## src/rtl/spi_m3_master_seq.sv

```systemverilog
// Mode-3 SPI register-access master: frames one command as CS-low, 15-bit address,
// R/W bit and N data bytes, all LSB first, with write-byte stalls and read-byte delivery.
module spi_m3_master_seq #(
  parameter int CLK_DIV = 4
) (
  input  logic        clk,
  input  logic        rst_n,
  input  logic        cmd_valid,
  output logic        cmd_ready,
  input  logic        cmd_rw,
  input  logic [14:0] cmd_addr,
  input  logic [7:0]  cmd_len,
  input  logic [7:0]  wr_data,
  input  logic        wr_valid,
  output logic        wr_ready,
  output logic [7:0]  rd_data,
  output logic        rd_valid,
  output logic        busy,
  output logic        done,
  output logic        sck,
  output logic        cs_n,
  output logic        mosi,
  input  logic        miso
);

  localparam logic [7:0] DIV_LAST = 8'(CLK_DIV - 1);

  typedef enum logic [2:0] {
    ST_IDLE,
    ST_SETUP,
    ST_HDR,
    ST_FETCH,
    ST_DATA,
    ST_HOLD,
    ST_GAP
  } state_t;

  state_t      state_q, state_d;
  logic [7:0]  cnt_q, cnt_d;
  logic        phase_q, phase_d;
  logic [3:0]  hdr_cnt_q, hdr_cnt_d;
  logic [2:0]  bit_cnt_q, bit_cnt_d;
  logic [8:0]  byte_cnt_q, byte_cnt_d;
  logic        rw_q, rw_d;
  logic [7:0]  rd_data_q, rd_data_d;
  logic        rd_pend_q, rd_pend_d;
  logic        rd_valid_q, rd_valid_d;
  logic        done_q, done_d;
  logic        sck_q, sck_d;
  logic        cs_n_q, cs_n_d;
  logic        mosi_q, mosi_d;
  logic [15:0] hdr_q, hdr_d;
  logic [6:0]  wr_sh_q, wr_sh_d;
  logic [6:0]  rd_sh_q, rd_sh_d;
  logic        miso_s1_q, miso_s2_q;
  logic        last_cnt;

  always_comb begin
    state_d    = state_q;
    phase_d    = phase_q;
    hdr_cnt_d  = hdr_cnt_q;
    bit_cnt_d  = bit_cnt_q;
    byte_cnt_d = byte_cnt_q;
    rw_d       = rw_q;
    rd_data_d  = rd_data_q;
    rd_pend_d  = 1'b0;
    rd_valid_d = rd_pend_q;
    done_d     = 1'b0;
    mosi_d     = mosi_q;
    hdr_d      = hdr_q;
    wr_sh_d    = wr_sh_q;
    rd_sh_d    = rd_sh_q;
    wr_ready   = 1'b0;
    last_cnt   = (cnt_q == DIV_LAST);
    cnt_d      = last_cnt ? 8'd0 : cnt_q + 8'd1;

    case (state_q)
      ST_IDLE: begin
        cnt_d   = 8'd0;
        phase_d = 1'b0;
        if (cmd_valid) begin
          state_d    = ST_SETUP;
          hdr_d      = {cmd_rw, cmd_addr};
          rw_d       = cmd_rw;
          byte_cnt_d = (cmd_len == 8'd0) ? 9'd256 : {1'b0, cmd_len};
          hdr_cnt_d  = 4'd0;
          bit_cnt_d  = 3'd0;
        end
      end
      ST_SETUP: begin
        if (last_cnt) begin
          state_d = ST_HDR;
          phase_d = 1'b0;
          mosi_d  = hdr_q[0];
        end
      end
      ST_HDR: begin
        if (last_cnt) begin
          if (!phase_q) begin
            phase_d = 1'b1;
          end else begin
            hdr_d = hdr_q >> 1;
            if (hdr_cnt_q == 4'd15) begin
              bit_cnt_d = 3'd0;
              if (rw_q) begin
                state_d = ST_DATA;
                phase_d = 1'b0;
                mosi_d  = 1'b0;
              end else begin
                state_d = ST_FETCH;
              end
            end else begin
              hdr_cnt_d = hdr_cnt_q + 4'd1;
              phase_d   = 1'b0;
              mosi_d    = hdr_q[1];
            end
          end
        end
      end
      // Waits with sck high for the next write byte; no edges until it arrives.
      ST_FETCH: begin
        cnt_d = 8'd0;
        if (wr_valid) begin
          wr_ready = 1'b1;
          wr_sh_d  = wr_data[7:1];
          state_d  = ST_DATA;
          phase_d  = 1'b0;
          mosi_d   = wr_data[0];
        end
      end
      ST_DATA: begin
        if (last_cnt) begin
          if (!phase_q) begin
            phase_d = 1'b1;
          end else begin
            rd_sh_d = {miso_s2_q, rd_sh_q[6:1]};
            wr_sh_d = {1'b0, wr_sh_q[6:1]};
            phase_d = 1'b0;
            if (bit_cnt_q == 3'd7) begin
              bit_cnt_d  = 3'd0;
              byte_cnt_d = byte_cnt_q - 9'd1;
              if (rw_q) begin
                rd_data_d = {miso_s2_q, rd_sh_q};
                rd_pend_d = 1'b1;
              end
              if (byte_cnt_q == 9'd1) begin
                state_d = ST_HOLD;
              end else if (rw_q) begin
                mosi_d = 1'b0;
              end else begin
                state_d = ST_FETCH;
              end
            end else begin
              bit_cnt_d = bit_cnt_q + 3'd1;
              mosi_d    = rw_q ? 1'b0 : wr_sh_q[0];
            end
          end
        end
      end
      ST_HOLD: begin
        if (last_cnt) begin
          state_d = ST_GAP;
          mosi_d  = 1'b0;
        end
      end
      ST_GAP: begin
        if (last_cnt) begin
          state_d = ST_IDLE;
          done_d  = 1'b1;
        end
      end
      default: state_d = ST_IDLE;
    endcase

    // Pin levels follow the next state so they change on the same edge as the state.
    sck_d  = !(((state_d == ST_HDR) || (state_d == ST_DATA)) && !phase_d);
    cs_n_d = (state_d == ST_IDLE) || (state_d == ST_GAP);
  end

  always_ff @(posedge clk or negedge rst_n) begin
    if (!rst_n) begin
      state_q    <= ST_IDLE;
      cnt_q      <= 8'd0;
      phase_q    <= 1'b0;
      hdr_cnt_q  <= 4'd0;
      bit_cnt_q  <= 3'd0;
      byte_cnt_q <= 9'd0;
      rw_q       <= 1'b0;
      rd_data_q  <= 8'd0;
      rd_pend_q  <= 1'b0;
      rd_valid_q <= 1'b0;
      done_q     <= 1'b0;
      sck_q      <= 1'b1;
      cs_n_q     <= 1'b1;
      mosi_q     <= 1'b0;
    end else begin
      state_q    <= state_d;
      cnt_q      <= cnt_d;
      phase_q    <= phase_d;
      hdr_cnt_q  <= hdr_cnt_d;
      bit_cnt_q  <= bit_cnt_d;
      byte_cnt_q <= byte_cnt_d;
      rw_q       <= rw_d;
      rd_data_q  <= rd_data_d;
      rd_pend_q  <= rd_pend_d;
      rd_valid_q <= rd_valid_d;
      done_q     <= done_d;
      sck_q      <= sck_d;
      cs_n_q     <= cs_n_d;
      mosi_q     <= mosi_d;
    end
  end

  always_ff @(posedge clk) begin
    hdr_q     <= hdr_d;
    wr_sh_q   <= wr_sh_d;
    rd_sh_q   <= rd_sh_d;
    miso_s1_q <= miso;
    miso_s2_q <= miso_s1_q;
  end

  assign cmd_ready = (state_q == ST_IDLE);
  assign busy      = (state_q != ST_IDLE);
  assign rd_data   = rd_data_q;
  assign rd_valid  = rd_valid_q;
  assign done      = done_q;
  assign sck       = sck_q;
  assign cs_n      = cs_n_q;
  assign mosi      = mosi_q;

endmodule

```

## config.mk

```make
export PLATFORM = sky130hd
export DESIGN_NAME = spi_m3_master_seq
export DESIGN_NICKNAME = d
export VERILOG_FILES = /design/src/rtl/spi_m3_master_seq.sv
export SDC_FILE = /design/constraint.sdc
export NUM_CORES = 1
export LEC_CHECK = 0
export CORE_MARGIN = 5
export CORE_UTILIZATION = 30
export CTS_CLUSTER_DIAMETER = 30
export DETAILED_ROUTE_END_ITERATION = 6
export PLACE_DENSITY = 0.51
export SLEW_MARGIN = 20
export SYNTH_ARGS = -nofsm -noshare
export SYNTH_HDL_FRONTEND = slang
export SYNTH_SLANG_ARGS = --single-unit
```

## constraint.sdc

```tcl
create_clock -name clk -period 4.51 [get_ports clk]
set_input_delay 0.902 -clock clk [delete_from_list [all_inputs] [get_ports clk]]
set_output_delay 0.902 -clock clk [all_outputs]
set_load 0.1 [all_outputs]
```

==> results of run 1 <==
sequential cells by signal, indices dropped and copies added (netlist names):
signal / count
bit_cnt_q: 3
byte_cnt_q: 9
cnt_q: 8
cs_n: 1
done: 1
hdr_cnt_q: 4
hdr_q: 16
miso_s1_q: 1
miso_s2_q: 1
mosi: 1
phase_q: 1
rd_data: 8
rd_pend_q: 1
rd_sh_q: 7
rd_valid: 1
rw_q: 1
sck: 1
state_q: 3
wr_sh_q: 7
power by group:
group	switching, mW	leakage [nW]	internal (mW)	total, mW
Combinational	0.447	0.906	0.261	0.708
Clock	0.309	0.164	0.496	0.806
Sequential	0.161	0.852	0.837	0.998
logic make-up (layout without fill, tap and decap cells):
| group | count (synthesis) | count (layout) |
|---|---|---|
| buffers and inverters | 26 | 83 |
| DFF | 75 | 75 |
| AOI/OAI and AO/OA | 76 | 76 |
| adders and majority gates | 8 | 8 |
| xor gates and xnor gates | 6 | 6 |
| and+or+nand+nor | 159 | 159 |
| muxes | 14 | 14 |
cell usage in the layout (no fill, tap or decap), drive strengths merged, types with 4 or more instances in the layout:
| master | n |
|---|---|
| nand2 | 84 |
| clkdlybuf4s50 | 49 |
| dfrtp | 41 |
| edfxtp | 30 |
| nor2 | 21 |
| o21ai | 19 |
| nand3 | 16 |
| a21oi | 15 |
| inv | 13 |
| mux2 | 11 |
| clkbuf | 9 |
| ha | 8 |
| nor3 | 8 |
| o2bb2ai | 6 |
| buf | 6 |
| nor4 | 6 |
| o211ai | 5 |
| xor2 | 5 |
| nor2b | 4 |
| a211oi | 4 |
| a211o | 4 |
| clkinv | 4 |
final cells by class:
type / instances / area, µm²
clock buffers: 9 / 225
clock inverters: 7 / 109
fillers: 1278 / 7740
inverters: 12 / 45.0
multi-input cells: 263 / 1630
flip-flops and latches: 75 / 2020
well taps: 172 / 215
repair buffers: 55 / 536
per-stage QoR:
step           total power, mW  setup slack (ps)
2_1_floorplan             1.53              1220
3_3_place_gp              1.71              1280
3_5_place_dp              1.72              1230
4_1_cts                   2.55               868
5_1_grt                   2.67               668
6_report                  2.51               871
cell usage after synthesis (6+ instances only):
library cell / number / area share, %
sky130_fd_sc_hd__nand2_1: 83 / 8.2
sky130_fd_sc_hd__dfrtp_1: 41 / 27
sky130_fd_sc_hd__edfxtp_1: 30 / 24
sky130_fd_sc_hd__nor2_1: 21 / 2.1
sky130_fd_sc_hd__o21ai_0: 17 / 2.2
sky130_fd_sc_hd__a21oi_1: 15 / 2.0
sky130_fd_sc_hd__nand3_1: 15 / 2.0
sky130_fd_sc_hd__mux2_2: 11 / 3.3
sky130_fd_sc_hd__inv_1: 10 / 0.99
sky130_fd_sc_hd__ha_1: 8 / 2.6
sky130_fd_sc_hd__nor3_1: 7 / 0.93
sky130_fd_sc_hd__clkbuf_1: 6 / 0.60
sky130_fd_sc_hd__o2bb2ai_1: 6 / 1.4
per-layer routing:
metal	vias to the layer above	share of wire [%]
li1	1431	-
met1	1359	48
met2	67	44
met3	12	5.7
met4	0	1.4
met5	-	0
final timing paths:
check                           slack (ps)           end        from
max in group asynchronous             3550    rd_data[3]       rst_n
worst min-delay path                   330     miso_s2_q   miso_s1_q
worst min register to register         330     miso_s2_q   miso_s1_q
worst max register to register        1950           sck  state_q[2]
min in group asynchronous              570  bit_cnt_q[1]       rst_n
worst max-delay path                   870     cmd_ready  state_q[1]
==> reports/summary.txt, run 1 <==
STATUS
--------------------------------------------------------------------------------------------------
Run status                                                                            finished, final reports clean

CLOCK NETWORK
--------------------------------------------------------------------------------------------------
Hold buffer count at cts                                                                         0
Root buffer selected by CTS                                                           sky130_fd_sc_hd__clkbuf_16
Buffer count from post-CTS setup fixing                                                          0
TritonCTS sink count                                                                            75
CTS HTree Levels                                                                                 3
CTS Buf Count                                                                                    9
Number of gates resized after CTS                                                                0
Clock Path Buffers                                                                               2
Clk Latency, worst-skew pair                                                                340 ps
Clock transition time at the flip-flop clock pins of the worst setup and hold paths          60 ps
Clock tree from TritonCTS                                                                    built

GRT
--------------------------------------------------------------------------------------------------
Vias in the first global route                                                                2962
Remaining global-route overflow                                                                  0
Met1 track demand over resource in global routing                                            16.8%
Wire length of the first global-routing pass                                              14800 µm
Met2 demand-to-capacity share in global routing                                              19.7%
Antenna violations before repair                                                                 0
GR peak layer                                                                                 met2
Global-route met3 utilization                                                                3.69%
Overall routing resource usage                                                               12.6%
Pin count of the biggest net entering global routing                                            44

YOSYS
--------------------------------------------------------------------------------------------------
Net Count, Synth                                                                               409
Total of flip-flops plus latches after synthesis                                                75
Main combinational cell family by area after synthesis                                simple AND/OR/NAND/NOR gates
Fraction of synthesized area in multiplexers                                                 4.07%
Synthesized instance count                                                                     364
Share of async-settable or async-resettable flops after synthesis                            57.3%
Number of synthesized flops with an enable pin                                                  30
YS warnings                                                                                      0
Post-Synth XOR/XNOR Area                                                                     1.39%
Post-Syn Area                                                                             3780 µm²
Simple logic cell fraction of the synthesized area                                           21.0%
Count of different cell masters after synthesis                                                 64
Synthesized-area fraction occupied by ao, oa, aoi and oai cells                              13.9%
Sequential cell area fraction in the yosys report                                            53.4%
Post-synthesis average cell area                                                          10.4 µm²
Post-synthesis adder-cell area fraction                                                      2.65%
Prevailing post-synth register cell                                                   sky130_fd_sc_hd__dfrtp_1

PLACED DESIGN
--------------------------------------------------------------------------------------------------
Total instance count after detailed placement                                                  577
Count of input and output buffers                                                               52
Post-DP HPWL                                                                               6100 µm
Routability-driven placement congestion ratio                                                0.829
Placed standard-cell area                                                                 4440 µm²

SETUP PATH
--------------------------------------------------------------------------------------------------
Number of cells on the critical path                                                             4
Max stage delay on crit path                                                                960 ps
CP max FO                                                                                       25
Critical path type                                                                         reg2out
Kind of end point of the critical path                                                  output pin
Critical path startpoint category                                                        flip-flop
Arrival time at the worst endpoint                                                         2740 ps
Number of cell instances on the worst register-to-register path                                  5
Slowest cell on the critical path                                                     sky130_fd_sc_hd__clkdlybuf4s50_1
Critical path, cell by cell                                                           clkinv_1, nand2_1, inv_1, clkdlybuf4s50_1
Worst path required time                                                                   3610 ps
Worst path buffer plus inverter count                                                            3
Largest delay share family, worst path                                                buffers and inverters

ROUTE
--------------------------------------------------------------------------------------------------
Via count of the routed design                                                                2869
1st-iter DRT viols                                                                             192
Average detailed-routed wire length per instance                                           14.8 µm
DRC violation count after routing                                                                0
Vias per cell                                                                                 4.84
Detailed Route WL                                                                          8800 µm
Antenna Violating Nets Remaining                                                                 0
First-pass detailed-route iteration total                                                        4

PWR
--------------------------------------------------------------------------------------------------
Worst IR Drop VDD                                                                           226 µV
Total power divided by cell area                                                        526 nW/µm²
Pleak                                                                                      1.92 nW

LAYOUT
--------------------------------------------------------------------------------------------------
Antenna diode instance count                                                                     0
Share of post-route cells with drive strength above 1                                        10.9%
Post-route cell area                                                                      4780 µm²
Number of nets in the layout                                                                   461
Final core utilization                                                                       38.2%
Cell Count, Final, Fillers Out                                                                 593
Synthesis-to-finish area growth                                                              26.2%

FLOORPLAN
--------------------------------------------------------------------------------------------------
Core Region                                                                              12500 µm²
Effective utilization at floorplan                                                           30.2%
Die outline area                                                                         15000 µm²
Number of cell rows                                                                             41
Die boundary height                                                                         122 µm
Floorplan die width                                                                         122 µm
Top-Level Pins                                                                                  53

TIMING
--------------------------------------------------------------------------------------------------
Remaining max-slew budget at the tightest pin                                                26.5%
Transition time at the pin with the least slew margin                                      1090 ps
Slew Viols, Final                                                                                0
Total negative slack                                                                          0 ps
Final cycle utilization of the critical path                                                 80.7%
Final critical path time including I/O delays and setup                                    3640 ps
Number of hold violations in the final report                                                    0
Final setup viols                                                                                0
Maximum clock rate                                                                       0.275 GHz
Post-route worst hold slack                                                                 326 ps
Post-Route Skew                                                                            8.76 ps
Unrepaired setup endpoints after global routing                                                 no

HOLD PATH
--------------------------------------------------------------------------------------------------
Worst min path class                                                                       reg2reg
Cells on Worst Hold Path                                                                         0

JOB
--------------------------------------------------------------------------------------------------
Max-capacitance violation count                                                                  0

(Power assumes the default switching activity.)
==> run 2: changes to the inputs <==
==> constraint.sdc (replaced) <==
create_clock -name clk -period 3.59 [get_ports clk]
set_input_delay 0.718 -clock clk [delete_from_list [all_inputs] [get_ports clk]]
set_output_delay 0.718 -clock clk [all_outputs]
set_load 0.1 [all_outputs]
==> reports/summary.txt, run 2 (synthesis results as in run 1) <==
ROUTE
--------------------------------------------------------------------------------------------------
1st-iter DRT viols                                                                             189   was 192
Average detailed-routed wire length per instance                                           14.9 µm   was 14.8 µm
Detailed Route WL                                                                          8860 µm   was 8800 µm
Via count of the routed design                                                                2893   was 2869
First-pass detailed-route iteration total                                                        4   unchanged
Antenna Violating Nets Remaining                                                                 0   unchanged
Vias per cell                                                                                 4.85   was 4.84
DRC violation count after routing                                                                0   unchanged

CLOCK NETWORK
--------------------------------------------------------------------------------------------------
Number of gates resized after CTS                                                                0   unchanged
Hold buffer count at cts                                                                         0   unchanged
CTS HTree Levels                                                                                 3   unchanged
Clock tree from TritonCTS                                                                    built   unchanged
Clock transition time at the flip-flop clock pins of the worst setup and hold paths          60 ps   about the same
Clk Latency, worst-skew pair                                                                340 ps   about the same
Buffer count from post-CTS setup fixing                                                          0   unchanged
CTS Buf Count                                                                                    9   unchanged
TritonCTS sink count                                                                            75   unchanged
Clock Path Buffers                                                                               2   unchanged
Root buffer selected by CTS                                                           sky130_fd_sc_hd__clkbuf_16   unchanged

PWR
--------------------------------------------------------------------------------------------------
Total power divided by cell area                                                        666 nW/µm²   was 526 nW/µm²
Pleak                                                                                      1.94 nW   was 1.92 nW
Worst IR Drop VDD                                                                           242 µV   was 226 µV

LAYOUT
--------------------------------------------------------------------------------------------------
Fill cells                                                                                    1284   was 1278
Synthesis-to-finish area growth                                                              26.8%   was 26.2%
Area used by sequential logic in the layout                                               2020 µm²   unchanged
Reg with most FFs                                                                            hdr_q   unchanged
Footprint of the multi-input gates                                                        1630 µm²   unchanged
Number of flip-flops in the largest register                                                    16   unchanged
Largest registers                                                                     hdr_q (16), byte_cnt_q (9)   unchanged
Number of nets in the layout                                                                   464   was 461
Share of post-route cells with drive strength above 1                                        12.3%   was 10.9%
Most common library cell in the layout ignoring fill and taps                         sky130_fd_sc_hd__nand2_1   unchanged
Top library cells by usage in the layout, fill and taps aside                         sky130_fd_sc_hd__nand2_1, sky130_fd_sc_hd__clkdlybuf4s50_1, sky130_fd_sc_hd__dfrtp_1   unchanged
Antenna diode instance count                                                                     0   unchanged
Final core utilization                                                                       38.3%   was 38.2%

PLACED DESIGN
--------------------------------------------------------------------------------------------------
Count of input and output buffers                                                               52   unchanged
DP Worst Slack                                                                             1030 ps   was 1230 ps
Post-DP HPWL                                                                               6070 µm   was 6100 µm
Routability-driven placement congestion ratio                                                0.857   was 0.829

GRT
--------------------------------------------------------------------------------------------------
Remaining global-route overflow                                                                  0   unchanged
Antenna violations before repair                                                                 0   unchanged
Pin count of the biggest net entering global routing                                            44   unchanged
Vias in the first global route                                                                2967   was 2962
Wire length of the first global-routing pass                                              14800 µm   about the same
Overall routing resource usage                                                               12.7%   was 12.6%

HOLD PATH
--------------------------------------------------------------------------------------------------
Cells on Worst Hold Path                                                                         0   unchanged
Worst min path class                                                                       reg2reg   unchanged

STATUS
--------------------------------------------------------------------------------------------------
Run status                                                                            finished, final reports clean   unchanged

SETUP PATH
--------------------------------------------------------------------------------------------------
Kind of end point of the critical path                                                  output pin   unchanged
Critical path type                                                                          in2out   was reg2out
CP max FO                                                                                        3   was 25
Critical path, cell by cell                                                           clkdlybuf4s50_1, and4b_1, buf_4   was clkinv_1, nand2_1, inv_1, clkdlybuf4s50_1
Max stage delay on crit path                                                                510 ps   was 960 ps
Number of cell instances on the worst register-to-register path                                  8   was 5
Worst path required time                                                                   2870 ps   was 3610 ps
Slowest cell on the critical path                                                     sky130_fd_sc_hd__clkdlybuf4s50_1   unchanged
Arrival time at the worst endpoint                                                         1850 ps   was 2740 ps
Critical path startpoint category                                                     primary input   was flip-flop

TIMING
--------------------------------------------------------------------------------------------------
Final critical path time including I/O delays and setup                                    2570 ps
Final setup viols                                                                                0   unchanged
Transition time at the pin with the least slew margin                                      1060 ps   was 1090 ps
Slack of the critical path                                                                 1020 ps   was 871 ps
Unrepaired setup endpoints after global routing                                                 no   unchanged
Remaining max-slew budget at the tightest pin                                                28.9%   was 26.5%
Number of hold violations in the final report                                                    0   unchanged
Final cycle utilization of the critical path                                                 71.5%
Maximum clock rate                                                                       0.389 GHz
Post-Route Skew                                                                            7.02 ps   was 8.76 ps
Total negative slack                                                                          0 ps   unchanged
Slew Viols, Final                                                                                0   unchanged

FLOORPLAN
--------------------------------------------------------------------------------------------------
Effective utilization at floorplan                                                           30.2%   unchanged
Core Region                                                                              12500 µm²   unchanged
Top-Level Pins                                                                                  53   unchanged
Die boundary height                                                                         122 µm   unchanged
Number of cell rows                                                                             41   unchanged
Die outline area                                                                         15000 µm²   unchanged
Floorplan die width                                                                         122 µm   unchanged

JOB
--------------------------------------------------------------------------------------------------
Max-capacitance violation count                                                                  0   unchanged

[run 2: final timing paths]
check	to	slack (ps)	start
setup / recovery	wr_ready	1020	wr_valid
hold / removal	miso_s2_q	330	miso_s1_q
setup reg to reg	sck	1240	cnt_q[0]
hold reg to reg	miso_s2_q	330	miso_s1_q
max in group asynchronous	rw_q	2820	rst_n
min in group asynchronous	hdr_cnt_q[1]	380	rst_n
[run 2: through the flow]
| stage | hold slack, ps | instance area [µm²] | std cells | power, mW |
|---|---|---|---|---|
| 6_report | 332 | 4800 | 596 | 3.20 |
| 2_1_floorplan | 310 | 3780 | 364 | 1.93 |
| 3_5_place_dp | 322 | 4450 | 580 | 2.17 |
| 4_1_cts | 336 | 4800 | 596 | 3.23 |
| 5_1_grt | 344 | 4800 | 596 | 3.38 |
| 3_3_place_gp | 312 | 4450 | 580 | 2.15 |
[run 2: layer usage]
layer | track usage [%] | share of wire [%] | routed length, µm
met1 | 16.9 | 49 | 4310
met2 | 19.5 | 44 | 3930
met3 | 2.76 | 5.2 | 464
met4 | 5.88 | 1.8 | 162
met5 | 0 | 0 | 0
[run 2: power by group]
part / switching [mW] / total (mW) / internal (mW)
clock: 0.357 / 1.04 / 0.681
combinational: 0.601 / 0.933 / 0.332
sequential: 0.173 / 1.23 / 1.05
[run 2: cell type report]
type	instances	area share, %
flip-flops and latches	75	42.1
multi-input cells	263	33.9
repair buffers	58	11.4
clock buffers	10	4.77
well taps	172	4.49
clock inverters	6	2.40
inverters	12	0.939
[run 2: worst max-delay path, delay by kind of cell]
family	cells	cell delay [ps]
buffers and inverters	2	830
and+or+nand+nor	1	300
==> variant (flow settings as in run 2) <==
Encoding of `state_t`: now one-hot (7 bits for 7 states).
--- a/src/rtl/spi_m3_master_seq.sv
+++ b/src/rtl/spi_m3_master_seq.sv
@@ -27,10 +27,10 @@
 
-  typedef enum logic [2:0] {
-    ST_IDLE,
-    ST_SETUP,
-    ST_HDR,
-    ST_FETCH,
-    ST_DATA,
-    ST_HOLD,
-    ST_GAP
+  typedef enum logic [6:0] {
+    ST_IDLE  = 7'b0000001,
+    ST_SETUP = 7'b0000010,
+    ST_HDR   = 7'b0000100,
+    ST_FETCH = 7'b0001000,
+    ST_DATA  = 7'b0010000,
+    ST_HOLD  = 7'b0100000,
+    ST_GAP   = 7'b1000000
   } state_t;
Check against the original RTL: no difference found for any inputs over 10 cycles, from zero or initial values and one cycle with rst_n low; not proved beyond that.
==> variant against run 2 <==
  * Maximum frequency is 17% lower
  * Synthesized area rose by 4.3%
  * Count of clock-buffer cells in the layout up 4
  * Non-clock buffer count did not move
  * Power shrank 8.0%
  * Design area rose by 2.9%
  * Final cell count grew 6.0%
  * Clock skew down 1.7 ps
  * Setup slack worse by 520 ps
  * Wire length up 9.6%
  * Global-route usage rose by 0.25 points
  * Sequential cell count is 4 higher
  * Critical path type is now flip-flop to primary output
  * Largest cell class unchanged
  * Highest routed layer unchanged
==> variant: results (changes against run 2) <==
[run_status]
outcome = finished, final reports clean

[cts]
tritoncts.num_buffers = 9  ; unchanged
clk_pin_slew_worst_paths_ps = 60  ; about the same
clk_latency_ps = 340  ; about the same
cts_setup_buffers = 0  ; unchanged
cts.path.max_buffers = 2  ; unchanged
cts.htree.levels = 3  ; unchanged
root_buffer = sky130_fd_sc_hd__clkbuf_16
cts_resized = 0  ; unchanged

[synth]
post_synth_most_frequent_cells = sky130_fd_sc_hd__nand2_1 (86), sky130_fd_sc_hd__dfrtp_1 (44), sky130_fd_sc_hd__edfxtp_1 (30)
synth_cell_type_count = 59  ; -7.8%
yosys_warnings = 0  ; unchanged
netlist_top_cells_area = sky130_fd_sc_hd__dfrtp_1 (28%), sky130_fd_sc_hd__edfxtp_1 (23%), sky130_fd_sc_hd__nand2_1 (8.2%)
seq_area_frac_synth_pct = 53.74  ; +0.37 points
dominantRegCellSynth = sky130_fd_sc_hd__dfrtp_1
synth_nets = 446  ; +9.0%
synth_enable_flop_cells = 30  ; unchanged
ys_async_sr_fraction_pct = 59.49  ; +2.2 points

[finish]
fillerInstances = 1305  ; +1.6%
reg.largest.list = hdr_q (16), byte_cnt_q (9)
num_antenna_cells = 0  ; unchanged
drive_gt1_share_pct = 10.09  ; -2.2 points
nNetsFinal = 496  ; +6.9%

[critical_path]
critical_path_class = flip-flop to primary output
crit-reg2reg-launch = state_q[5]
slowest_stage = sky130_fd_sc_hd__or4_1
crit_fanout = 9  ; +6
worstPathArrival_ps = 2360  ; +510 ps
critical-path-top-delay-family = simple AND/OR/NAND/NOR gates
slowest_delay_ps = 730  ; +220 ps
regToRegSetupSlack_ps = 920  ; -320 ps

[power_and_ir_drop]
ir_drop_mv = 0.2467  ; +1.9%
p_sw_share_pct = 34.70  ; -0.70 points
power.static_leakage_nw = 2.015  ; +3.8%

[placement]
place_congestion = 0.8300  ; -3.2%
place.detailed.hpwl_mm = 6.920  ; +14%
io_buffers = 52  ; unchanged
place_worst_setup_slack_ps = 881.4  ; -144.2 ps

[global_route]
largest_net_degree_at_the_start_of_global_routing = 35  ; -20%
first_global_vias = 3231  ; +8.9%
grt_first_pass_wirelength_mm = 16.28  ; +9.9%
grt_antenna_before_repair = 0  ; unchanged
grt_use_total_pct = 12.90  ; +0.25 points

[route]
iteration_count_of_the_initial_detailed_routing_pass = 4  ; unchanged
routed_wire_length_per_instance_um = 15.38  ; +3.4%
viasPerCell = 5.062  ; +4.3%
drt_iter0_markers = 155  ; -18%

[timing]
relSlewSlack_pct = 35.04  ; +6.1 points
crit_path_setup_slack_layout_ps = 507.1  ; -515.4 ps
clock-skew-final_ps = 5.365  ; -1.654 ps

[worst_hold_path]
min-delay-path-class = flip-flop to flip-flop
timing.hold.worst.start = miso_s1_q

variant: kinds of logic after synthesis:
| logic type | Yosys count | synth area share [%] |
|---|---|---|
| adder cells (fa/ha/maj) | 8 | 2.537 |
| multiplexers | 9 | 2.568 |
| XOR/XNOR | 9 | 1.997 |
| AO/OA/AOI/OAI | 80 | 12.94 |
| flip-flops | 79 | 53.74 |
| AND/OR/NAND/NOR | 186 | 22.83 |
| buffers and inverters | 30 | 3.393 |
variant: layout make-up:
class / count / share of cell area (%)
Clock inverter: 2 / 0.7601
Tap cell: 176 / 4.459
Multi-Input combinational cell: 292 / 34.36
Inverter: 11 / 0.8361
Clock buffer: 14 / 5.549
Timing Repair Buffer: 58 / 11.10
Sequential cell: 79 / 42.94
variant: path summary, 6_finish.rpt:
kind	to	depth (start not counted)
worst max-delay path	wr_ready	4
worst min-delay path	miso_s2_q	0
worst max register to register	mosi	6
worst min register to register	miso_s2_q	0
max in group asynchronous	state_q[0]	2
min in group asynchronous	rd_data[7]	1
variant: per-stage QoR:
step                area [sq um]  util [%]  hold WS (ps)  power [mW]  std cells
floorplan                   3946         -         309.6       1.774        401
global placement            4627     35.36         313.1       1.995        616
detailed placement          4627     35.36         327.8       2.005        616
CTS                         4938     37.74         341.2       2.976        632
global route                4938     37.74         353.6       3.101        632
finish                      4938     37.74         336.0       2.940        632
variant: power groups by stage:
| stage | Combinational (mW) | Clock (mW) | Sequential [mW] |
|---|---|---|---|
| global route | 0.855 | 1.02 | 1.23 |
| global placement | 0.774 | 0 | 1.22 |
| finish | 0.777 | 0.952 | 1.21 |
| floorplan | 0.522 | 0 | 1.25 |
| CTS | 0.783 | 0.984 | 1.21 |
| detailed placement | 0.782 | 0 | 1.22 |
variant: routing by layer:
layer	wire [um]	GRT usage [%]	share of wire (%)	vias up
met5	0	0	0	-
met1	4620	17.23	48	1538
li1	-	-	-	1536
met2	4400	19.82	45	107
met3	505	3.130	5.2	18
met4	192	5.738	2.0	0
